[src/rtl/mem_pkg.sv]
// Shared types for the memory stage: FSM encoding and the EX/MEM register layout.
// Pure type package: no latency, no flow control.
package mem_pkg;

    localparam int N_DEFAULT = 64;

    typedef enum logic {IDLE = 1'b0, REQ = 1'b1} mem_state_t;

    // Fields are sized at the default width; narrower datapaths zero-extend into them.
    typedef struct packed {
        logic                 valid;
        logic                 Branch;
        logic                 MemRead;
        logic                 MemWrite;
        logic                 zero;
        logic [N_DEFAULT-1:0] PCBranch;
        logic [N_DEFAULT-1:0] aluResult;
        logic [N_DEFAULT-1:0] writeData;
    } exmem_t;

endpackage

[src/rtl/flopr_en_clr.sv]
// Register with synchronous reset, load enable and synchronous clear; 1-cycle latency.
// Backpressure: holds its value whenever en is low; clr only acts on an enabled edge.
module flopr_en_clr #(
    parameter int W = 8
) (
    input  logic         clk,
    input  logic         reset,
    input  logic         en,
    input  logic         clr,
    input  logic [W-1:0] d,
    output logic [W-1:0] q
);

    always_ff @(posedge clk) begin
        if (reset) begin
            q <= '0;
        end else if (en) begin
            q <= clr ? '0 : d;
        end
    end

endmodule

[src/rtl/memory_stage.sv]
// LEGv8 MEM stage: EX/MEM register, CBZ resolution, req/ack data-memory access; 1-cycle latency.
// Backpressure: stall_M holds upstream for every REQ cycle until dm_ack or timeout.
module memory_stage
    import mem_pkg::*;
#(
    parameter int N       = N_DEFAULT,
    parameter int TIMEOUT = 16
) (
    input  logic         clk,
    input  logic         reset,
    input  logic         valid_E,
    input  logic         flush_M,
    input  logic         Branch_E,
    input  logic         MemRead_E,
    input  logic         MemWrite_E,
    input  logic [N-1:0] PCBranch_E,
    input  logic [N-1:0] aluResult_E,
    input  logic [N-1:0] writeData_E,
    input  logic         zero_E,
    output logic [N-1:0] dm_addr,
    output logic [N-1:0] dm_wdata,
    output logic         dm_req,
    output logic         dm_we,
    input  logic         dm_ack,
    input  logic [N-1:0] dm_rdata,
    output logic         stall_M,
    output logic         PCSrc_M,
    output logic [N-1:0] PCBranch_M,
    output logic [N-1:0] aluResult_M,
    output logic [N-1:0] readData_M,
    output logic         valid_M_out,
    output logic         mem_err
);

    localparam int CW = $clog2(TIMEOUT);

    exmem_t          ex_d;
    exmem_t          ex_q;
    mem_state_t      state;
    mem_state_t      state_next;
    logic [CW-1:0]   cnt;
    logic            start_req;
    logic            ack_done;
    logic            timed_out;

    // Flush only kills the valid bit; payload is captured regardless.
    always_comb begin
        ex_d           = '0;
        ex_d.valid     = valid_E & ~flush_M;
        ex_d.Branch    = Branch_E;
        ex_d.MemRead   = MemRead_E;
        ex_d.MemWrite  = MemWrite_E;
        ex_d.zero      = zero_E;
        ex_d.PCBranch  = N_DEFAULT'(PCBranch_E);
        ex_d.aluResult = N_DEFAULT'(aluResult_E);
        ex_d.writeData = N_DEFAULT'(writeData_E);
    end

    flopr_en_clr #(.W($bits(exmem_t))) u_exmem (
        .clk   (clk),
        .reset (reset),
        .en    (~stall_M),
        .clr   (1'b0),
        .d     (ex_d),
        .q     (ex_q)
    );

    always_ff @(posedge clk) begin
        if (reset) begin
            state <= IDLE;
        end else begin
            state <= state_next;
        end
    end

    always_comb begin
        state_next = state;
        stall_M    = 1'b0;
        dm_req     = 1'b0;
        dm_we      = 1'b0;
        start_req  = 1'b0;
        ack_done   = 1'b0;
        timed_out  = 1'b0;
        case (state)
            IDLE: begin
                if (ex_d.valid && (MemRead_E || MemWrite_E)) begin
                    start_req  = 1'b1;
                    state_next = REQ;
                end
            end
            REQ: begin
                stall_M = 1'b1;
                dm_req  = 1'b1;
                dm_we   = ex_q.MemWrite;
                // An ack on the final allowed cycle still completes the access.
                if (dm_ack) begin
                    ack_done   = 1'b1;
                    state_next = IDLE;
                end else if (cnt == CW'(TIMEOUT - 1)) begin
                    timed_out  = 1'b1;
                    state_next = IDLE;
                end
            end
        endcase
    end

    always_ff @(posedge clk) begin
        if (reset) begin
            cnt        <= '0;
            mem_err    <= 1'b0;
            readData_M <= '0;
        end else begin
            if (start_req) begin
                cnt <= '0;
            end else if (state == REQ) begin
                cnt <= cnt + CW'(1);
            end
            if (ack_done && ex_q.MemRead) begin
                readData_M <= dm_rdata;
            end
            if (timed_out) begin
                mem_err    <= 1'b1;
                readData_M <= '0;
            end
        end
    end

    assign dm_addr     = ex_q.aluResult[N-1:0];
    assign dm_wdata    = ex_q.writeData[N-1:0];
    assign PCBranch_M  = ex_q.PCBranch[N-1:0];
    assign aluResult_M = ex_q.aluResult[N-1:0];
    assign PCSrc_M     = ex_q.valid & ex_q.Branch & ex_q.zero & (state == IDLE);
    assign valid_M_out = ex_q.valid & (state == IDLE);

endmodule

[config.mk]
export PLATFORM = sky130hd
export DESIGN_NAME = memory_stage
export DESIGN_NICKNAME = d
export VERILOG_FILES = /design/src/rtl/mem_pkg.sv /design/src/rtl/flopr_en_clr.sv /design/src/rtl/memory_stage.sv
export SDC_FILE = /design/constraint.sdc
export NUM_CORES = 1
export LEC_CHECK = 0
export ABC_AREA = 1
export ABC_CLOCK_PERIOD_IN_PS = 3000
export BUFFER_PORTS_ARGS = -buffer_cell sky130_fd_sc_hd__buf_4
export CAP_MARGIN = 20
export CORE_AREA = 2 2 231 233
export CTS_CLUSTER_SIZE = 24
export DETAILED_ROUTE_END_ITERATION = 8
export DIE_AREA = 0 0 233 235
export GPL_ROUTABILITY_DRIVEN = 0
export GPL_TIMING_DRIVEN = 0
export PLACE_DENSITY = 0.41
export SLEW_MARGIN = 25
export SYNTH_ARGS = -nofsm -noshare
export SYNTH_HDL_FRONTEND = slang
export SYNTH_HIERARCHICAL = 1
export SYNTH_SLANG_ARGS = --single-unit
[constraint.sdc]
create_clock -name clk -period 3 [get_ports clk]
set_input_delay 0.15 -clock clk [delete_from_list [all_inputs] [get_ports clk]]
set_output_delay 0.15 -clock clk [all_outputs]
set_load 0.01 [all_outputs]
# --- After elaboration in Yosys (flattened, before gate mapping) ---
# Index checks and enable logic that the tools add are counted.
# W data, S select, Z words.
op_classes:
  n_bitwise: 7
  n_reduce_logical: 5
  mux: 12
  addsub: 1
  eq_ne: 1
ops:
  columns: ["operator", "n"]
  rows:
  - ["$mux W1", 11]
  - ["$and A1 B1 Y1", 5]
  - ["$add A4 B1 Y4 const B", 1]
  - ["$eq A4 B4 Y1 const B", 1]
  - ["$reduce_or A2 Y1", 2]
  - ["$logic_and A1 B1 Y1", 2]
  - ["$not A1 Y1", 2]
  - ["$pmux W1 S2", 1]
  - ["$logic_or A1 B1 Y1", 1]
word_totals:
  output_inout_bits: 326
  ff_bits: 267

# --- Longest topological paths before layout ---
# Gate-level depths: netlist of run 1.
depth:
  depth_word: 6
  depth_mapped: 8
  depth_no_buf: 6

# --- By module ---
# Netlist of run 1, hierarchy kept.
by_module_without_submodules:
  columns: ["mod", "cells_per_inst", "seq_area_each_um2", "n_inst", "area_per_inst_um2"]
  rows:
  - ["flopr_en_clr", 876, 3943.8, 1, 7429.6]
  - ["memory_stage", 534, 1401.3, 1, 3639.7]

# --- Worst setup path after synthesis of run 1 ---
# OpenSTA, ideal clock, no wires.
synth_path:
  path_type: "flip-flop to flip-flop"
  from: "reg state"
  to: "reg u_exmem.q[125]"
  period_less_slack_ns: 1.394
  setup_time_ns: 0.066
  n_path_buf: 4
  required_time_ns: 2.934
  stages_incl_launch_ff: 9
  path_slack_ns: 1.606
  t_arrival_ns: 1.327
  path_cell_list: "dfxtp_1 buf_2 inv_1 buf_4 clkinv_4 buf_8 buf_6 nand2_2 a21oi_2"
synth_via:
  elab_chain_len: 1
synth_lines:
  columns: ["element", "line_no", "text"]
  rows:
  - ["from (decl)", "memory_stage.sv:39", "mem_state_t state;"]
  - ["from (signal assigned)", "memory_stage.sv:72", "state <= state_next;"]
  - ["$mux W1", "memory_stage.sv:84", "case (state)"]
  - ["to (signal assigned)", "flopr_en_clr.sv:18", "q <= clr ? '0 : d;"]
  - ["to (decl)", "flopr_en_clr.sv:11", "output logic [W-1:0] q"]
# Every way passes these cells.
# A chain may end at the register's enable or synchronous reset.

# --- Worst setup path after layout of run 1 ---
layout_path:
  from: "reg state"
  to: "out PCSrc_M"
layout_via:
  elab_chain_len: 2
layout_lines:
  columns: ["element", "line_no", "text"]
  rows:
  - ["$not A1 Y1", null, null]
  - ["$and A1 B1 Y1", "memory_stage.sv:132", "assign PCSrc_M = ex_q.valid & ex_q.Branch & ex_q.zero & (state == IDLE);"]
  - ["to (decl)", "memory_stage.sv:27", "output logic PCSrc_M,"]
# Every way passes these cells.

==> results of run 1 <==
==> through the flow <==
stage               cells  utilization  area [um2]  total power [mW]  setup WS, ps
floorplan            1410            -       11100              4.36          1610
global placement     2688        0.313       16400              5.06           995
detailed placement   2688        0.313       16400              5.07           978
CTS                  3010        0.386       20100              9.74           755
global route         3012        0.386       20100              10.0           709
finish               3013        0.386       20200              9.58           866
==> metal layers <==
layer	vias to the layer above	part of all wire
met5	-	0.00052
met3	77	0.082
met2	463	0.51
met4	4	0.029
met1	5881	0.38
li1	6358	-
==> state kept, by name, indices dropped and copies added (netlist names) <==
name	flops
cnt	4
mem_err	1
readData_M	64
state	1
u_exmem/q	197
==> layout by cell type, fill, tap and decap left out, types with 2 or more instances in the layout <==
cell type,count
diode_2,3
nand3_1,199
dfxtp_1,267
inv_1,74
buf_1,3
a21oi_1,158
clkbuf_1,26
inv_6,2
dlygate4sd3_1,262
nand2_1,298
bufinv_16,2
buf_4,664
nor2_1,74
nand2_2,40
buf_2,77
buf_6,12
clkbuf_16,37
a21oi_2,40
nand4_1,64
clkinv_2,2
clkbuf_8,8
==> cell type report <==
class                   instances  area [um2]
diodes                          3        7.51
plain buffers                 185        1170
clock buffers                  53        1070
clock inverters                 7        95.1
fillers                      5410       32100
inverters                      76         290
multi-input cells             882        4260
flip-flops and latches        267        5350
well taps                     688         861
repair buffers                852        7050
==> worst max-delay path, stage by stage (launching register included) <==
cell	delay, ps
dfxtp_1	400
buf_2	300
buf_2	320
nor2_1	110
and3_1	160
buf_4	140
==> power groups by stage <==
| stage | Clock [mW] | Sequential, mW | Combinational [mW] |
|---|---|---|---|
| 5_1_grt | 4.57 | 3.79 | 1.65 |
| 4_1_cts | 4.45 | 3.77 | 1.52 |
| 2_1_floorplan | 0 | 3.88 | 0.473 |
| 6_report | 4.28 | 3.77 | 1.52 |
| 3_3_place_gp | 0 | 3.85 | 1.22 |
| 3_5_place_dp | 0 | 3.85 | 1.22 |
==> cell families after synthesis <==
family | count (synthesis) | share of synthesized area
other | 1 | 0.000339
AO/OA/AOI/OAI | 201 | 0.106
buffers and inverters | 261 | 0.132
XOR/XNOR | 1 | 0.000791
AND/OR/NAND/NOR | 678 | 0.277
adder cells (fa/ha/maj) | 1 | 0.00113
flip-flops | 267 | 0.483
==> worst max-delay path by stage <==
stage / startpoint / to
final: state / PCSrc_M
after global routing: state / PCSrc_M
after CTS: state / PCSrc_M
after detailed placement: state / u_exmem/q[156]
after global placement: state / u_exmem/q[164]
after floorplan: state / u_exmem/q[125]
==> timing repair <==
| item | CTS | global route |
|---|---|---|
| gates resized for setup | 0 | 0 |
| setup buffers | 0 | 0 |
| hold buffers | 262 | 0 |
| endpoints found under the hold margin | 263 | 0 |
==> impl_metrics.py, run 1 <==
metrics = {
    "route": {
        "wl_um": 51500,
        "vias": 12800,
        "drtAntennaViolNets": 0,
        "dr.pass1.iters": 5,
        "drc": 0,
        "wl_per_cell_um": 17.1,
        "vias_per_cell": 4.24,
        "drtIter0Drc": 572,
    },
    "finish": {
        "area_growth_pct": 82.0,
        "final_nets": 2566,
        "drive_above_1_share": 0.383,
    },
    "critical_path": {
        "end_kind": "primary output",
        "timing.reg2reg.setup_slack_ps": 1030,
        "crit_path_max_fanout": 10,
        "reg2reg_from": "state",
        "required_ps": 2850,
        "reg2reg_depth": 7,
        "r2r_end": "u_exmem/q[156]",
        "critical_path_arrival_ps": 1980,
        "crit_type": "reg -> out",
        "startpoint_type": "register",
    },
    "die": {
        "dieHeight_um": 235,
        "die_w_um": 233,
        "fp.dieArea_um2": 54800,
        "core_um2": 52200,
        "std_cell_rows": 84,
        "start_util": 0.212,
        "pin_count": 591,
    },
    "logic_synthesis": {
        "ys_ff_latch": 267,
        "synth_top_area_cell": "dfxtp_1",
        "synth_most_common_cell": "nand2_1",
        "synthesis.area_um2": 11100,
        "synth_warnings": 6,
        "synth_nets": 1676,
        "seq_area_frac_synth": 0.483,
        "synth_ff_type": "dfxtp_1",
        "async_reset_ff_frac": 0,
        "synth_top_cells_by_area": "dfxtp_1 48%, nand2_1 10%, nand3_1 9.0%",
        "syn_area_per_cell_um2": 7.85,
        "synth_edf_count": 0,
        "synthCells": 1410,
        "yosys.area.top_type_share": 0.483,
        "ys_top_cells_by_count": "298 x nand2_1, 267 x dfxtp_1, 199 x nand3_1",
        "synthDistinctLibCells": 26,
    },
    "cts": {
        "clk_path_buf_depth": 3,
        "cts_root_buffer": "clkbuf_16",
        "insertion_delay_ps": 540,
        "clock-sinks": 267,
        "h-tree-depth": 2,
        "numCtsBuffers": 36,
        "clk_pin_slew_ps": 50,
        "tritoncts": "built",
    },
    "power_and_ir_drop": {
        "clockPowerShare": 0.447,
        "leakagePower_nw": 9.15,
        "swShare": 0.254,
        "p_seq_frac": 0.394,
        "pwr_density_cell_nw_per_um2": 475,
        "internal_power_mw": 7.14,
        "combPwrFrac": 0.159,
        "p_switching_mw": 2.43,
        "vdd_drop_max_v": 0.000350,
    },
    "sta": {
        "final_hold_viol_count": 0,
        "rsz0062_at_grt": "no",
        "final-max-slew-violation-count": 0,
        "fmax_mhz": 469,
        "finalSetupViolCount": 0,
        "tightest_slew_ps": 559,
        "slew_headroom": 0.627,
        "fin_skew_ps": 19.6,
        "timing.final.crit_share": 0.711,
        "period_minus_slack_ps": 2130,
        "fin_tns_setup_ps": 0,
        "whs_ps": 45.9,
    },
    "worst_hold_path": {
        "hold_start": "valid_E",
        "hold_path_class": "in -> reg",
        "holdPathEnd": "u_exmem/q[196]",
        "holdPathStages": 5,
    },
    "global_routing": {
        "grt_util_met2": 0.335,
        "track_usage": 0.181,
        "antenna_found_initial": 4,
        "use_met1": 0.191,
        "grt_pass1_wl_um": 76400,
        "grt_max_degree": 11,
        "overflow": 0,
        "met3_usage": 0.0562,
        "busiest_layer": "met2",
        "grt_pass1_vias": 13000,
    },
    "status": {
        "status": "finished clean",
    },
    "placed_design": {
        "port_buffers": 590,
        "dpl.hpwl_um": 39200,
    },
    "job": {
        "maxCapViolCount": 0,
    },
}
No activity file was read; power rests on OpenSTA's default activity.
==> run 2: changes to the inputs <==
--- a/config.mk
+++ b/config.mk
@@ -6,16 +6,16 @@
 export NUM_CORES = 1
 export LEC_CHECK = 0
 export ABC_AREA = 1
-export ABC_CLOCK_PERIOD_IN_PS = 3000
+export ABC_CLOCK_PERIOD_IN_PS = 2100
 export BUFFER_PORTS_ARGS = -buffer_cell sky130_fd_sc_hd__buf_4
 export CAP_MARGIN = 20
-export CORE_AREA = 2 2 231 233
+export CORE_AREA = 2 2 227 229
 export CTS_CLUSTER_SIZE = 24
 export DETAILED_ROUTE_END_ITERATION = 8
-export DIE_AREA = 0 0 233 235
+export DIE_AREA = 0 0 229 231
 export GPL_ROUTABILITY_DRIVEN = 0
 export GPL_TIMING_DRIVEN = 0
-export PLACE_DENSITY = 0.41
+export PLACE_DENSITY = 0.42
 export SLEW_MARGIN = 25
 export SYNTH_ARGS = -nofsm -noshare
 export SYNTH_HDL_FRONTEND = slang
==> constraint.sdc (replaced) <==
create_clock -name clk -period 2.1 [get_ports clk]
set_input_delay 0.105 -clock clk [delete_from_list [all_inputs] [get_ports clk]]
set_output_delay 0.105 -clock clk [all_outputs]
set_load 0.01 [all_outputs]
==> run 2 against run 1 <==
  * Hold slack got worse by 16 ps
  * Sequential cell count did not move
  * Combinational power rose by 43%
  * Sequential power rose by 43%
  * Highest routed layer unchanged
  * Utilization rose by 1.2 points
  * Clock skew rose by 0.52 ps
  * Global-route usage rose by 0.74 points
==> impl_metrics.py, run 2 (synthesis gave the netlist of run 1 again) <==
metrics = {
    "placed_design": {
        "dp_slack_ps": 211,
        "port_buffers": 590,
        "dpl.hpwl_um": 39300,
    },
    "global_routing": {
        "grt_max_degree": 12,
        "grt_pass1_vias": 12500,
        "track_usage": 0.188,
        "overflow": 0,
        "antenna_found_initial": 5,
        "grt_pass1_wl_um": 76700,
    },
    "finish": {
        "final_nets": 2566,
        "final_cell_mix": "666 x buf_4, 298 x nand2_1, 267 x dfxtp_1",
        "multi_input_area_um2": 4260,
        "largestRegisters": "u_exmem/q: 197 flops, readData_M: 64 flops, cnt: 4 flops",
        "regMostFlops": "u_exmem/q",
        "nFillCells": 5241,
        "area_growth_pct": 82.2,
        "drive_above_1_share": 0.383,
        "seq_area_um2": 5350,
        "largest_reg_flops": 197,
        "layout_commonest_cell": "buf_4",
    },
    "critical_path": {
        "crit_type": "reg -> out",
        "crit_path_max_fanout": 10,
        "critical_path_arrival_ps": 1870,
        "startpoint_type": "register",
        "max_stage_delay_ps": 450,
        "crit_slowest_cell": "dfxtp_1",
        "crit_path_frequent_cell": "buf_4",
        "required_ps": 2000,
        "end_kind": "primary output",
        "worstPathCellList": "buf_4 > buf_4 > nor2_1 > and3_1 > buf_4",
    },
    "die": {
        "start_util": 0.218,
        "dieHeight_um": 231,
        "core_um2": 50700,
        "std_cell_rows": 83,
        "die_w_um": 229,
        "fp.dieArea_um2": 52900,
        "pin_count": 591,
    },
    "power_and_ir_drop": {
        "leakagePower_nw": 9.17,
        "pwr_density_cell_nw_per_um2": 678,
        "vdd_drop_max_v": 0.000470,
        "finalPower_mw": 13.7,
    },
    "sta": {
        "final-max-slew-violation-count": 0,
        "slew_headroom": 0.655,
        "rsz0062_at_grt": "no",
        "final_hold_viol_count": 0,
        "fin_tns_setup_ps": 0,
        "tightest_slew_ps": 518,
        "finalSetupViolCount": 0,
        "period_minus_slack_ps": 1970,
        "fin_skew_ps": 20.1,
        "fmax_mhz": 507,
        "timing.final.crit_share": 0.939,
        "worst_slack_ps": 128,
    },
    "cts": {
        "insertion_delay_ps": 540,
        "h-tree-depth": 2,
        "clk_path_buf_depth": 3,
        "numCtsBuffers": 35,
        "cts_root_buffer": "clkbuf_16",
        "clk_pin_slew_ps": 60,
        "clock-sinks": 267,
        "tritoncts": "built",
    },
    "route": {
        "drtIter0Drc": 460,
        "dr.pass1.iters": 5,
        "drtAntennaViolNets": 0,
        "wl_um": 52000,
        "vias": 12800,
        "vias_per_cell": 4.26,
        "wl_per_cell_um": 17.3,
        "drc": 0,
    },
    "job": {
        "maxCapViolCount": 0,
    },
    "worst_hold_path": {
        "hold_path_class": "in -> reg",
    },
    "status": {
        "status": "finished clean",
    },
}
[run 2: worst max-delay path: cells and delay by family, from the launching register on]
kind                   cells  cell delay, ps
DFF                        1             450
buffers and inverters      3             620
and+or+nand+nor            2             250
[run 2: area by class of cell]
cell class                 count  share of cell area
antenna                        3            0.000372
buffer                       185              0.0583
clock buffer                  57              0.0556
clock inverter                 4             0.00242
inverter                      76              0.0144
multi-input combinational    882               0.211
sequential                   267               0.265
tap                          680              0.0422
timing repair buffer         853               0.350
[run 2: layer usage]
layer | GRT usage | part of all wire | vias up
met5 | 0 | 0.00040 | -
met3 | 0.0573 | 0.078 | 80
li1 | - | - | 6365
met4 | 0.0708 | 0.032 | 4
met2 | 0.331 | 0.49 | 471
met1 | 0.213 | 0.40 | 5876
[run 2: repair_timing]
item | in CTS | in global routing
endpoints found under the setup margin | 2 | 0
endpoints found under the hold margin | 267 | 0
gates resized for setup | 2 | 0
hold buffers | 263 | 0
buffers inserted | 0 | 0
[run 2: through the flow]
stage / util / instances / cell area, um2 / hold slack (ps)
after floorplan: - / 1410 / 11100 / 174
final: 0.398 / 3007 / 20200 / 30.1
after global placement: 0.323 / 2680 / 16300 / 302
after CTS: 0.398 / 3004 / 20200 / 7.05
after global routing: 0.398 / 3007 / 20200 / 50.1
after detailed placement: 0.323 / 2680 / 16300 / 304
[run 2: worst paths after layout]
kind	start	end	slack, ps	cells past startpoint
setup / recovery	state	PCSrc_M	130	5
hold / removal	valid_E	u_exmem/q[196]	30	5
hold reg to reg	u_exmem/q[193]	u_exmem/q[193]	460	2
setup reg to reg	state	u_exmem/q[158]	300	8
[run 2: power by group]
| group | switching (mW) | internal [mW] |
|---|---|---|
| combinational | 0.977 | 1.21 |
| clock | 2.34 | 3.76 |
| sequential | 0.142 | 5.25 |
| total | 3.46 | 10.2 |
